===== src/rtl/n64adv_vparams.sv =====
// Vertical scaler parameters shared by the config generator and the line sequencer:
// sequencer FSM encoding, weight width and the Q17 fixed-point format.
package n64adv_vparams;

    typedef enum logic [2:0] {
        VST_IDLE  = 3'd0,
        VST_LOAD0 = 3'd1,
        VST_LOAD1 = 3'd2,
        VST_RUN   = 3'd3,
        VST_DONE  = 3'd4
    } vseq_state_e;

    localparam int V_WEIGHT_W = 8;
    localparam int Q17_FRAC   = 17;
    localparam int VLINE_W    = 10;
    localparam int VOUT_W     = 11;
    localparam int VFACTOR_W  = 18;

endpackage


===== src/rtl/scaler_vline_seq.sv =====
// Vertical read-side sequencer: turns output line requests into two line-buffer
// read indices plus the interpolation weight of the lower line.
module scaler_vline_seq
    import n64adv_vparams::*;
#(
    parameter int WEIGHT_W = V_WEIGHT_W,
    parameter int ACC_W    = 28
) (
    input  logic                 SYS_CLK,
    input  logic                 nRST,
    input  logic                 frame_start_i,
    input  logic [VLINE_W-1:0]   vpos_1st_rdline_i,
    input  logic [VLINE_W-1:0]   vlines_in_needed_i,
    input  logic [VOUT_W-1:0]    vlines_out_i,
    input  logic [VFACTOR_W-1:0] v_interp_factor_i,
    input  logic                 line_req_i,
    output logic                 ready_o,
    output logic                 line_valid_o,
    output logic [VLINE_W-1:0]   rdline_a_o,
    output logic [VLINE_W-1:0]   rdline_b_o,
    output logic [WEIGHT_W-1:0]  v_weight_o,
    output logic [VOUT_W-1:0]    out_line_cnt_o,
    output logic                 frame_done_o
);

    localparam int IPOS_W = ACC_W - Q17_FRAC;

    vseq_state_e state_q, state_d;

    logic [VLINE_W-1:0]   vpos_q, vpos_d;
    logic [VLINE_W-1:0]   needed_q, needed_d;
    logic [VOUT_W-1:0]    vout_q, vout_d;
    logic [VFACTOR_W-1:0] factor_q, factor_d;
    logic [ACC_W-1:0]     step_q, step_d;
    logic [ACC_W-1:0]     acc_q, acc_d;
    logic [VOUT_W-1:0]    cnt_q, cnt_d;

    logic                 line_valid_q, line_valid_d;
    logic [VLINE_W-1:0]   rdline_a_q, rdline_a_d;
    logic [VLINE_W-1:0]   rdline_b_q, rdline_b_d;
    logic [WEIGHT_W-1:0]  weight_q, weight_d;
    logic [VOUT_W-1:0]    out_cnt_q, out_cnt_d;
    logic                 done_pend_q, done_pend_d;
    logic                 frame_done_q, frame_done_d;

    (* multstyle = "dsp" *) logic [ACC_W-1:0] step_prod;
    assign step_prod = ACC_W'(needed_q) * ACC_W'(factor_q);

    logic [IPOS_W-1:0] ipos, ipos_p1, lim, sel_a, sel_b;
    logic              at_bottom, degenerate, last_line;

    always_comb begin
        ipos       = acc_q[ACC_W-1:Q17_FRAC];
        ipos_p1    = ipos + IPOS_W'(1);
        lim        = IPOS_W'(needed_q) - IPOS_W'(1);
        at_bottom  = (ipos >= lim);
        sel_a      = at_bottom ? lim : ipos;
        sel_b      = (ipos_p1 >= lim) ? lim : ipos_p1;
        degenerate = (needed_q == '0) || (vout_q == '0);
        last_line  = ((cnt_q + VOUT_W'(1)) == vout_q);
    end

    always_ff @(posedge SYS_CLK or negedge nRST) begin
        if (!nRST) state_q <= VST_IDLE;
        else       state_q <= state_d;
    end

    // A new frame start always wins, aborting whatever frame is in flight.
    always_comb begin
        state_d = state_q;
        if (frame_start_i) begin
            state_d = VST_LOAD0;
        end else begin
            case (state_q)
                VST_LOAD0: state_d = VST_LOAD1;
                VST_LOAD1: state_d = degenerate ? VST_DONE : VST_RUN;
                VST_RUN:   if (line_req_i && last_line) state_d = VST_DONE;
                default:   ;
            endcase
        end
    end

    always_comb begin
        ready_o = (state_q == VST_RUN);
    end

    always_comb begin
        vpos_d       = vpos_q;
        needed_d     = needed_q;
        vout_d       = vout_q;
        factor_d     = factor_q;
        step_d       = step_q;
        acc_d        = acc_q;
        cnt_d        = cnt_q;
        line_valid_d = 1'b0;
        rdline_a_d   = rdline_a_q;
        rdline_b_d   = rdline_b_q;
        weight_d     = weight_q;
        out_cnt_d    = out_cnt_q;
        done_pend_d  = 1'b0;
        frame_done_d = done_pend_q;
        if (frame_start_i) begin
            vpos_d   = vpos_1st_rdline_i;
            needed_d = vlines_in_needed_i;
            vout_d   = vlines_out_i;
            factor_d = v_interp_factor_i;
        end else begin
            case (state_q)
                VST_LOAD0: step_d = step_prod;
                VST_LOAD1: begin
                    acc_d = '0;
                    cnt_d = '0;
                    if (degenerate) frame_done_d = 1'b1;
                end
                VST_RUN: if (line_req_i) begin
                    line_valid_d = 1'b1;
                    rdline_a_d   = VLINE_W'(IPOS_W'(vpos_q) + sel_a);
                    rdline_b_d   = VLINE_W'(IPOS_W'(vpos_q) + sel_b);
                    // Past the last needed line both taps sit on it, so blending is off.
                    weight_d     = at_bottom ? '0 : acc_q[Q17_FRAC-1 -: WEIGHT_W];
                    out_cnt_d    = cnt_q;
                    acc_d        = acc_q + step_q;
                    cnt_d        = cnt_q + VOUT_W'(1);
                    done_pend_d  = last_line;
                end
                default: ;
            endcase
        end
    end

    always_ff @(posedge SYS_CLK or negedge nRST) begin
        if (!nRST) begin
            vpos_q       <= '0;
            needed_q     <= '0;
            vout_q       <= '0;
            factor_q     <= '0;
            step_q       <= '0;
            acc_q        <= '0;
            cnt_q        <= '0;
            line_valid_q <= 1'b0;
            rdline_a_q   <= '0;
            rdline_b_q   <= '0;
            weight_q     <= '0;
            out_cnt_q    <= '0;
            done_pend_q  <= 1'b0;
            frame_done_q <= 1'b0;
        end else begin
            vpos_q       <= vpos_d;
            needed_q     <= needed_d;
            vout_q       <= vout_d;
            factor_q     <= factor_d;
            step_q       <= step_d;
            acc_q        <= acc_d;
            cnt_q        <= cnt_d;
            line_valid_q <= line_valid_d;
            rdline_a_q   <= rdline_a_d;
            rdline_b_q   <= rdline_b_d;
            weight_q     <= weight_d;
            out_cnt_q    <= out_cnt_d;
            done_pend_q  <= done_pend_d;
            frame_done_q <= frame_done_d;
        end
    end

    assign line_valid_o   = line_valid_q;
    assign rdline_a_o     = rdline_a_q;
    assign rdline_b_o     = rdline_b_q;
    assign v_weight_o     = weight_q;
    assign out_line_cnt_o = out_cnt_q;
    assign frame_done_o   = frame_done_q;

endmodule


===== config.mk =====
export PLATFORM = sky130hd
export DESIGN_NAME = scaler_vline_seq
export DESIGN_NICKNAME = d
export VERILOG_FILES = /design/src/rtl/n64adv_vparams.sv /design/src/rtl/scaler_vline_seq.sv
export SDC_FILE = /design/constraint.sdc
export NUM_CORES = 1
export LEC_CHECK = 0
export CORE_ASPECT_RATIO = 1.5
export CORE_MARGIN = 8
export CORE_UTILIZATION = 40
export DETAILED_ROUTE_END_ITERATION = 8
export SLEW_MARGIN = 20
export SYNTH_ARGS = -nofsm -noshare
export SYNTH_HDL_FRONTEND = slang
export SYNTH_SLANG_ARGS = --single-unit

===== constraint.sdc =====
create_clock -name SYS_CLK -period 7.5 [get_ports SYS_CLK]
set_input_delay 0.75 -clock SYS_CLK [delete_from_list [all_inputs] [get_ports SYS_CLK]]
set_output_delay 0.75 -clock SYS_CLK [all_outputs]
set_load 0.03 [all_outputs]

==> summary.txt <==
Setup path
  • Setup crit end kind: flop
  • Worst Path Buf+Inv: 0
  • CP peak stage delay: 0.72 ns
  • Arrival @ worst endpoint: 6.38 ns
  • Crit path max-delay cell type: nand2_1
  • CP top delay family: compound AO/OA/AOI/OAI gates
  • Startpoint types: flop
  • CP most frequent cell: o21ai_0
  • Worst Path Max Fanout: 26
  • CP Cell Sequence: or4_1, nor3_1, nand2_1, xor2_1, ha_1, a2111oi_0, o211ai_1, nand2_1, o21ai_0, ha_1, a21o_1, a21oi_1, o21ai_0, a21oi_1, o21ai_0, a21o_1, a21oi_1, xnor2_1, o21ai_0
  • Worst r2r src: needed_q[5]
  • R2R Setup Slk: 1.42 ns
  • Critical path class: reg2reg
  • Worst r2r path cells: 19
  • WP data required: 7.80 ns
  • Reg-to-reg endpoint: rdline_a_o[9]

Finish
  • Area growth, synth to finish: 12.8%
  • N_diodes: 0
  • Layout cells sized above 1: 5.86%
  • Final-stage net count: roughly 2000

Yosys
  • Seq cells post-synth: 161
  • Syn_nets: between 1500 and 2000
  • Ys flop type: dfrtp_1
  • Synth top cells by count: 270 x nand2_1, 168 x inv_1, 161 x dfrtp_1
  • Synth Warn #: 0
  • Cells after Synth: 1636
  • Post-synth cell types: 57
  • Share of the synthesized area in the top cell type: a little over a quarter
  • Top cells by area, synth: dfrtp_1 27%, fa_1 17%, ha_1 11%, nand2_1 6.8%, inv_1 4.2%
  • Most frequent cell after synthesis: nand2_1
  • Mapped Avg Cell Area: 9.10 sq um
  • EDFF count, synth: 0
  • Area leader, netlist: dfrtp_1
  • Post-synthesis cell area: about 0.015 sq mm
  • Asr flop ratio synth: 100%
  • Sequential element share of the synthesized area: 27.1%

Placement
  • GPL Wtd Cong: 0.886
  • Hpwl dp: 29200 microns
  • I/O Buffers: 94

STA
  • Fin crit share: 81.0%
  • # setup viols final: 0
  • Slew Limit Fails: 0
  • Unrepaired setup endpoints after global routing: no
  • Final hold violation count: 0
  • Worst slew pin tran: around 0.91 ns
  • FMAX: between 150 and 200 MHz
  • Relative max-transition margin: 39.1%
  • Setup_tns: 0 ns
  • Tmin final: 6.08 ns
  • Setup Skew: a little under 0.007 ns

Clock network
  • Inserted Clock Buffers: 17
  • # clock sinks: 161
  • Resized Gates After CTS: 0
  • Setup bufs post-CTS: 0
  • Clock root cell: clkbuf_16
  • CTS tree: built
  • H-tree depth: 4
  • Worst-case clock buffer depth: 2
  • Worst-path clk slew: 0.06 ns
  • # hold bufs at CTS: 0
  • Clock Latency Late Sink: 0.45 ns

Power and ir drop
  • Part of the power in registers: 17.1%
  • Power per cell area: 497 mW/mm^2
  • Power share of the clock group: a little over a tenth
  • P_int: 0.00415 W
  • Switching Fraction: 50.3%
  • Maximum VDD drop: about 400 uV
  • Comb power frac: 72.5%
  • Net Sw Power: roughly 0.0042 W
  • Design Power: 0.00835 W
  • Leak: ~8.2 nW

Route
  • Via density: about 5.2
  • TritonRoute pass-1 iters: 5
  • Drc violations: 0
  • Drt initial violations: just under 600
  • Post-Route WL: around 37000 microns
  • DR WL/cell: 17.2 microns
  • Via count: between 10000 and 15000
  • ANT nets after route: 0

Die
  • Area of the core: 0.0367 sq mm
  • Die Y: 252 microns
  • Initial Util: ~41%
  • Die width: 174 microns
  • I/O pins: 95
  • # rows: between 80 and 90
  • Die area: 0.0438 sq mm

Run status
  • Run status: finished clean

Global route
  • Global-route wire length before repair: 61400 microns
  • Gr ovfl total: 0
  • All-Layer GR Usage: 17.5%
  • Initial antenna violation count: 0
  • Vias in the first global route: between 10000 and 15000
  • Largest net degree at the start of global routing: 97

Flow run
  • Max-cap viol count: 0

Min path
  • Hold Path Class: in2async
==> state kept, by name, summed over array words and instances, names as in the netlist, 3 cells and up <==
signal          flops
acc_q              28
cnt_q              11
step_q             28
factor_q           18
rdline_b_o         10
vpos_q             10
out_line_cnt_o     11
v_weight_o          8
rdline_a_o         10
vout_q             11
needed_q           10
state_q             3
==> layer usage <==
metal / track usage, % / vias to the layer above / part of all wire [%]
li1: - / 5494 / -
met1: 19.3 / 5602 / 39
met2: 32.8 / 186 / 55
met3: 2.56 / 57 / 2.7
met4: 7.21 / 0 / 3.0
met5: 0 / - / 0
==> worst max path at each step <==
stage | startpoint | to | depth (start not counted)
final | needed_q[5] | rdline_a_o[9] | 19
after global routing | needed_q[5] | rdline_a_o[9] | 19
after CTS | needed_q[5] | rdline_a_o[9] | 19
after detailed placement | needed_q[5] | rdline_a_o[9] | 19
after global placement | needed_q[1] | step_q[23] | 20
after floorplan | needed_q[3] | step_q[23] | 22
==> layout make-up <==
class                           instances  area [sq um]
Clock inverter                         12           131
Multi-Input combinational cell       1228          9950
Timing Repair Buffer                  101           990
Tap cell                              484           606
Fill cell                            3548         19900
Sequential cell                       161          4030
Clock buffer                           20           457
Inverter                              168           631
==> cell usage in the layout, fill, tap and decap left out, types with 8 or more instances in the layout <==
cell type,instances
inv_1,167
nand3_1,38
fa_1,129
ha_1,133
and2_1,93
xnor2_1,50
o21ai_0,118
mux2_2,50
o21a_1,8
and3_1,10
mux2i_1,9
clkdlybuf4s50_1,92
xor2_1,41
a21o_1,36
nand2_1,270
dfrtp_1,161
a31oi_1,11
nor2_1,39
clkbuf_16,17
o31ai_1,10
a21oi_1,68
nand4_1,8
nor3_1,13
nand2b_1,11
==> cells by family (layout without fill, tap and decap cells) <==
logic type               count (synthesis)  count (layout)  share of synthesized area, %
AND/OR/NAND/NOR                        514             514                          16.1
AO/OA/AOI/OAI                          302             302                          12.4
adder cells (fa/ha/maj)                262             262                          28.5
buffers and inverters                  247             301                          6.23
flip-flops                             161             161                          27.1
XOR/XNOR                                91              91                          5.35
multiplexers                            59              59                          4.39
==> power groups by stage <==
stage               Sequential, W  Clock (W)  Combinational, W
detailed placement        0.00144          0           0.00614
CTS                       0.00143   0.000901           0.00618
floorplan                 0.00142          0           0.00436
global route              0.00146   0.000926           0.00679
global placement          0.00144          0           0.00606
finish                    0.00142   0.000875           0.00605
==> per-stage QoR <==
step	hold slack, ns	utilization (%)	instances	setup WS (ns)	area (sq um)
after floorplan	0.417	-	1636	1.83	14900
after global placement	0.440	44.2	2142	1.50	16200
after detailed placement	0.438	44.2	2142	1.41	16200
after CTS	0.435	45.8	2174	1.35	16800
after global routing	0.465	45.8	2174	0.925	16800
final	0.400	45.8	2174	1.42	16800
No activity file was read; power rests on OpenSTA's default activity.
